$ cat src/rtl/mux_nto1_reg.sv
// Registered N-to-1 multiplexer with per-channel valid/ready handshake.
// MODE 0 picks the channel from sel_i; MODE 1 picks it by round-robin arbitration.
module mux_nto1_reg #(
  parameter int WIDTH  = 32,
  parameter int NUM_CH = 4,
  parameter int SEL_W  = 2,
  parameter int MODE   = 0
) (
  input  logic                    clk_i,
  input  logic                    rst_n,
  input  logic [SEL_W-1:0]        sel_i,
  input  logic [NUM_CH*WIDTH-1:0] in_data_i,
  input  logic [NUM_CH-1:0]       in_valid_i,
  output logic [NUM_CH-1:0]       in_ready_o,
  output logic [WIDTH-1:0]        out_data_o,
  output logic                    out_valid_o,
  input  logic                    out_ready_i,
  output logic [SEL_W-1:0]        grant_o
);

  localparam bit RR = (MODE == 1);

  logic [WIDTH-1:0] out_data_q, out_data_d;
  logic             out_valid_q, out_valid_d;
  logic [SEL_W-1:0] grant_q, grant_d;
  logic [SEL_W-1:0] ptr_q, ptr_d;

  logic             load_en;
  logic             rr_vld;
  logic [SEL_W-1:0] rr_ch;
  logic             ch_vld;
  logic [SEL_W-1:0] ch;
  logic [WIDTH-1:0] ch_data;
  logic             xfer;
  int               rr_dist;
  int               rr_best;

  // Round-robin winner: the valid channel at the smallest forward distance from ptr.
  always_comb begin
    rr_vld  = 1'b0;
    rr_ch   = '0;
    rr_dist = 0;
    rr_best = NUM_CH;
    for (int k = 0; k < NUM_CH; k++) begin
      rr_dist = k - int'(ptr_q);
      if (rr_dist < 0) begin
        rr_dist = rr_dist + NUM_CH;
      end else begin
        rr_dist = rr_dist;
      end
      if (in_valid_i[k] && (rr_dist < rr_best)) begin
        rr_best = rr_dist;
        rr_ch   = SEL_W'(k);
        rr_vld  = 1'b1;
      end else begin
        rr_best = rr_best;
      end
    end
  end

  // Channel choice, handshake and output-register next state.
  always_comb begin
    load_en = rst_n & (~out_valid_q | out_ready_i);
    if (RR) begin
      ch     = rr_ch;
      ch_vld = rr_vld;
    end else begin
      ch     = sel_i;
      ch_vld = (int'(sel_i) < NUM_CH);
    end

    ch_data    = '0;
    in_ready_o = '0;
    for (int k = 0; k < NUM_CH; k++) begin
      if (ch == SEL_W'(k)) begin
        ch_data       = in_data_i[k*WIDTH +: WIDTH];
        in_ready_o[k] = load_en & ch_vld;
      end else begin
        in_ready_o[k] = 1'b0;
      end
    end
    xfer = |(in_valid_i & in_ready_o);

    out_data_d  = out_data_q;
    out_valid_d = out_valid_q;
    grant_d     = grant_q;
    ptr_d       = ptr_q;
    if (xfer) begin
      out_data_d  = ch_data;
      out_valid_d = 1'b1;
      grant_d     = ch;
      if (RR) begin
        // Explicit wrap keeps non-power-of-two channel counts correct.
        if (int'(ch) == NUM_CH - 1) begin
          ptr_d = '0;
        end else begin
          ptr_d = ch + SEL_W'(1);
        end
      end else begin
        ptr_d = ptr_q;
      end
    end else if (out_ready_i) begin
      out_valid_d = 1'b0;
    end else begin
      out_valid_d = out_valid_q;
    end
  end

  // Output register and arbitration pointer.
  always_ff @(posedge clk_i) begin
    if (!rst_n) begin
      out_data_q  <= '0;
      out_valid_q <= 1'b0;
      grant_q     <= '0;
      ptr_q       <= '0;
    end else begin
      out_data_q  <= out_data_d;
      out_valid_q <= out_valid_d;
      grant_q     <= grant_d;
      ptr_q       <= ptr_d;
    end
  end

  assign out_data_o  = out_data_q;
  assign out_valid_o = out_valid_q;
  assign grant_o     = grant_q;

endmodule
$ cat config.mk
export PLATFORM = sky130hd
export DESIGN_NAME = mux_nto1_reg
export DESIGN_NICKNAME = d
export VERILOG_FILES = /design/src/rtl/mux_nto1_reg.sv
export SDC_FILE = /design/constraint.sdc
export NUM_CORES = 1
export LEC_CHECK = 0
export CAP_MARGIN = 30
export CORE_MARGIN = 2
export CORE_UTILIZATION = 35
export CTS_BUF_LIST = sky130_fd_sc_hd__clkbuf_4 sky130_fd_sc_hd__clkbuf_8
export CTS_CLUSTER_SIZE = 14
export DETAILED_ROUTE_END_ITERATION = 10
export GPL_TIMING_DRIVEN = 0
export PLACE_DENSITY = 0.89
export SETUP_SLACK_MARGIN = 0.05
export SLEW_MARGIN = 25
export SYNTH_ARGS = -nofsm -noshare
export SYNTH_HDL_FRONTEND = slang
export SYNTH_SLANG_ARGS = --single-unit
$ cat constraint.sdc
create_clock -name clk_i -period 1.8 [get_ports clk_i]
set_clock_uncertainty 0.05 [all_clocks]
set_input_delay 0.18 -clock clk_i [delete_from_list [all_inputs] [get_ports clk_i]]
set_output_delay 0.18 -clock clk_i [all_outputs]
set_load 0.03 [all_outputs]
After elaboration in Yosys (flattened, before gate mapping):

Index checks and enable logic that the tools add are counted.

* register bits: 35
* logic and storage cells: 23
* output and inout port bits: 39

* reductions and logical operators: 3
* bitwise operators: 4
* multiplexer cells: 10
* equality and inequality tests: 3

Operators with widths (count)
* $mux 32: 4
* $mux 1: 6
* $and 4x4->4: 1
* $eq 2x2->1 const B: 2
* $reduce_or 4->1: 1
* $eq 2x1->1 const B: 1
* $logic_not 2->1: 1
* $reduce_bool 2->1: 1
* $and 1x1->1: 1
* $not 1->1: 1
* $or 1x1->1: 1

Logic depth before layout (Yosys ltp):

Gate-level depths: netlist of run 1.

* depth after elaboration: 7
* depth in mapped cells: 7
* mapped depth without buffers: 4

Worst setup path before layout of run 1:

OpenSTA, ideal clock, no wires.

* kind: register -> output
* start: reg out_valid_q (netlist: out_valid_o)
* end: out in_ready_o[0]
* arrival time: 1.316 ns
* stages on the path, launching flop included: 4
* required time: 1.570 ns
* setup slack: 0.254 ns
* cells stage by stage: dfxtp_1 nand2b_1 nand2_1 nor3_1

* longest elaborated chain between the ends: 4

Ends and longest elaborated chain
* start, declared: RTL line 24 `logic out_valid_q, out_valid_d;`
* start signal, assigned: RTL line 118 `out_valid_q <= out_valid_d;`
* $not 1->1: RTL line 63 `load_en = rst_n & (~out_valid_q | out_ready_i);`
* $or 1x1->1: RTL line 63
* $and 1x1->1: RTL line 63
* $mux 1: RTL line 75 `if (ch == SEL_W'(k)) begin`
* end, declared: RTL line 14 `output logic [NUM_CH-1:0] in_ready_o,`

No other way between the ends.

Worst setup path in the final report of run 1:

* start: reg out_valid_q (netlist: out_valid_o)
* end: reg out_data_q[26] (netlist: out_data_o[26])

* longest elaborated chain between the ends: 6

Ends and longest elaborated chain
* $not 1->1 *: RTL line 63
* $or 1x1->1 *: RTL line 63
* $and 1x1->1 *: RTL line 63
* $mux 1: RTL line 75
* $and 4x4->4 *: RTL line 82 `xfer = |(in_valid_i & in_ready_o);`
* $reduce_or 4->1 *: RTL line 82
* end signal, assigned: RTL line 117 `out_data_q <= out_data_d;`
* end, declared: RTL line 23 `logic [WIDTH-1:0] out_data_q, out_data_d;`

Every way passes the cells marked *; elsewhere a longest branch is shown, timed or not.
A chain may end at the register's enable or synchronous reset.

==> out/qor.yml, run 1 <==
outcome:
  outcome: "finished clean"
sta:
  finalSetupViolCount: 0
  setup_ws_ns: 0.201
  hold_slack_ns: 0.274
  slew_viol_final: 0
  max-slew-margin-rel_pct: 69.6
  setup_tns_ns: 0
  rsz0062_at_grt: "no"
  hold_viol_final: 0
  tightest_slew_ns: 0.454
  fin_crit_sh_pct: 88.8
  min_period_ns: 1.60
  timing.fmax_ghz: 0.625
drt:
  ant_nets: 0
  post-route-drc-count: 0
  vias: 2598
  wl_per_cell_um: 17.3
  firstDrtPassIters: 4
  drt_iter0_drc: 112
  viasPerCell: 5.49
  routed_wl_um: 8170
global_route:
  antenna_found_initial: 0
  grt_pass1_wl_um: 12800
  grt_util_all_layers_pct: 22.2
  grt_overflow: 0
  grt_max_degree: 11
  grt_pass1_vias: 2775
worst_setup_path:
  cp.required_ns: 1.96
  arrival_ns: 1.76
  critPathMaxStageDelay_ns: 0.40
  crit_type: "register to register"
  crit_slowest_cell: "nor3_2"
  crit_path_end_kind: "register"
  worstPathCellList: "nor2b_1 -> nor3_2 -> clkbuf_2 -> o21ai_1 -> a21boi_1"
  reg2reg_from: "out_valid_o"
  critPathLaunchType: "register"
  critPathMaxFanout: 10
  crit_path_start: "out_valid_o"
cts:
  insertion_delay_ns: 0.28
  clockBufferDepth: 2
  ctsHoldBuffers: 0
  clock-sinks: 35
  tritoncts: "built"
  clk_pin_slew_ns: 0.07
  htreeDepth: 2
  clock-root-buffer: "clkbuf_8"
  cts_buffers: 5
die:
  start_util_pct: 36.3
  fp-row-count: 29
  die_y_um: 85.2
  core_mm2: 0.00635
  io_pins: 176
  die_width_um: 85.2
  die-area_mm2: 0.00725
synthesis:
  netlist_top_cells_area: "dfxtp_1 (30%), mux4_2 (29%), a21boi_1 (9.8%)"
  ys.flop_type: "dfxtp_1"
  ys_async_sr_fraction_pct: 0
  synth_area_mm2: 0.00231
  synthDistinctLibCells: 28
  synthCells: 213
  yosysTopAreaCell: "dfxtp_1"
  syn_avg_cell_area_um2: 10.8
  ys_ff_latch: 35
  synth_enable_flop_cells: 0
  ys_seq_area_share_pct: 30.4
  yosys-top-cells-count: "dfxtp_1 (35), nand3_1 (35), a21boi_1 (30), mux4_2 (30), o21ai_1 (28)"
  synth_warnings: 0
  synth_top_area_share_pct: 30.4
  synth_nets: 350
min_path:
  hp-class: "input port to register"
  hold_start: "rst_n"
pwr:
  power.share.sequential_pct: 36.2
  sw_frac_of_total_pct: 29.6
  peakVddDrop_mv: 0.374
  combinationalPowerShare_pct: 41.7
  p_leak_nw: 1.56
  internal_power_w: 0.00171
  switchingPower_w: 0.000716
  p_clk_share_pct: 22.1
  p_total_w: 0.00242
  power_density_mw_per_mm2: 567
cells_and_area:
  register_area_um2: 701
  nets: 534
  drive_gt1_share_pct: 18.4
  diodes: 0
  nFillCells: 527
  area_delta_synth_final_pct: 85.1
  multi_input_area_mm2: 0.00145
placement:
  dpl_worst_slack_ns: -0.607
  dp_hpwl_um: 6610
  io_buffers: 174
  gp_congestion: 0.721
run:
  cap_violations: 0
==> critical path, delay by kind of cell (launching register included) <==
kind,cells,cell delay [ns]
AO/OA/AOI/OAI,2,0.26
flip-flops,1,0.32
buffers and inverters,1,0.35
AND/OR/NAND/NOR,2,0.55
==> placed cells by master, fill, tap and decap left out, types with 2 or more instances in the layout <==
| cell | count |
|---|---|
| dfxtp_1 | 35 |
| mux4_1 | 2 |
| dlymetal6s2s_1 | 2 |
| nor3_1 | 2 |
| a21boi_1 | 30 |
| clkbuf_2 | 3 |
| inv_1 | 2 |
| clkbuf_1 | 3 |
| buf_2 | 9 |
| o21ai_1 | 27 |
| o21ai_0 | 4 |
| clkdlybuf4s50_1 | 168 |
| nor2b_1 | 2 |
| mux4_2 | 30 |
| nand3_1 | 34 |
| nor2_1 | 2 |
| buf_4 | 8 |
| o21ai_2 | 3 |
| clkbuf_8 | 5 |
| buf_6 | 7 |
| nand2_1 | 2 |
| clkbuf_4 | 3 |
| a21boi_0 | 4 |
==> routing by layer <==
| metal | global-route usage (%) | share of wire (%) | wire, um |
|---|---|---|---|
| met3 | 6.81 | 8.7 | 713 |
| met5 | 0 | 0 | 0 |
| met4 | 7.22 | 1.8 | 149 |
| met1 | 22.4 | 35 | 2840 |
| met2 | 42.9 | 55 | 4470 |
==> path summary, 6_finish.rpt <==
path                                  endpoint  slack [ns]  cells past startpoint
worst max register to register  out_data_o[26]        0.20                      5
worst min register to register  out_data_o[24]        0.41                      2
worst max-delay path            out_data_o[26]        0.20                      5
worst min-delay path            out_data_o[14]        0.27                      2
==> kinds of logic after synthesis <==
| kind of cell | count (synthesis) | share of synthesized area [%] |
|---|---|---|
| DFF | 35 | 30.4 |
| buffers and inverters | 28 | 7.27 |
| and+or+nand+nor | 47 | 10.7 |
| AOI/OAI and AO/OA | 69 | 19.0 |
| muxes | 34 | 32.7 |
==> power by group through the flow <==
stage	clock, W	sequential, W	combinational, W
final	0.000535	0.000876	0.00101
after global placement	0	0.000889	0.000978
after detailed placement	0	0.000894	0.000999
after global routing	0.000573	0.000883	0.00107
after CTS	0.000543	0.000877	0.00101
after floorplan	0	0.00102	0.000358
==> state kept, by name, summed over array words and instances, names as in the netlist <==
name and cells:
grant_o 2, out_valid_o 1, out_data_o 32
==> layout make-up <==
class	count	share of cell area, %
Timing Repair Buffer	178	41.2
Sequential cell	35	16.4
Multi-Input combinational cell	150	34.0
Clock buffer	6	1.79
Inverter	2	0.176
Buffer	25	4.13
Tap cell	77	2.26
==> stage by stage <==
stage | utilization (%) | std cells | cell area [um^2]
floorplan | - | 213 | 2310
global placement | 65.3 | 464 | 4140
detailed placement | 65.3 | 464 | 4140
CTS | 66.8 | 472 | 4240
global route | 67.2 | 473 | 4270
finish | 67.2 | 473 | 4270
==> timing repair <==
action	in CTS	in global routing
gates resized for setup	30	7
hold endpoints to repair	0	0
buffers inserted	3	1
setup endpoints to repair	34	33
No activity file was read; power rests on OpenSTA's default activity.
==> run 2: changes to the inputs <==
GPL_ROUTABILITY_DRIVEN = 0   (was unset)
==> results of run 2 <==
The final DEF is identical to that of run 1; final timing and power are the same.
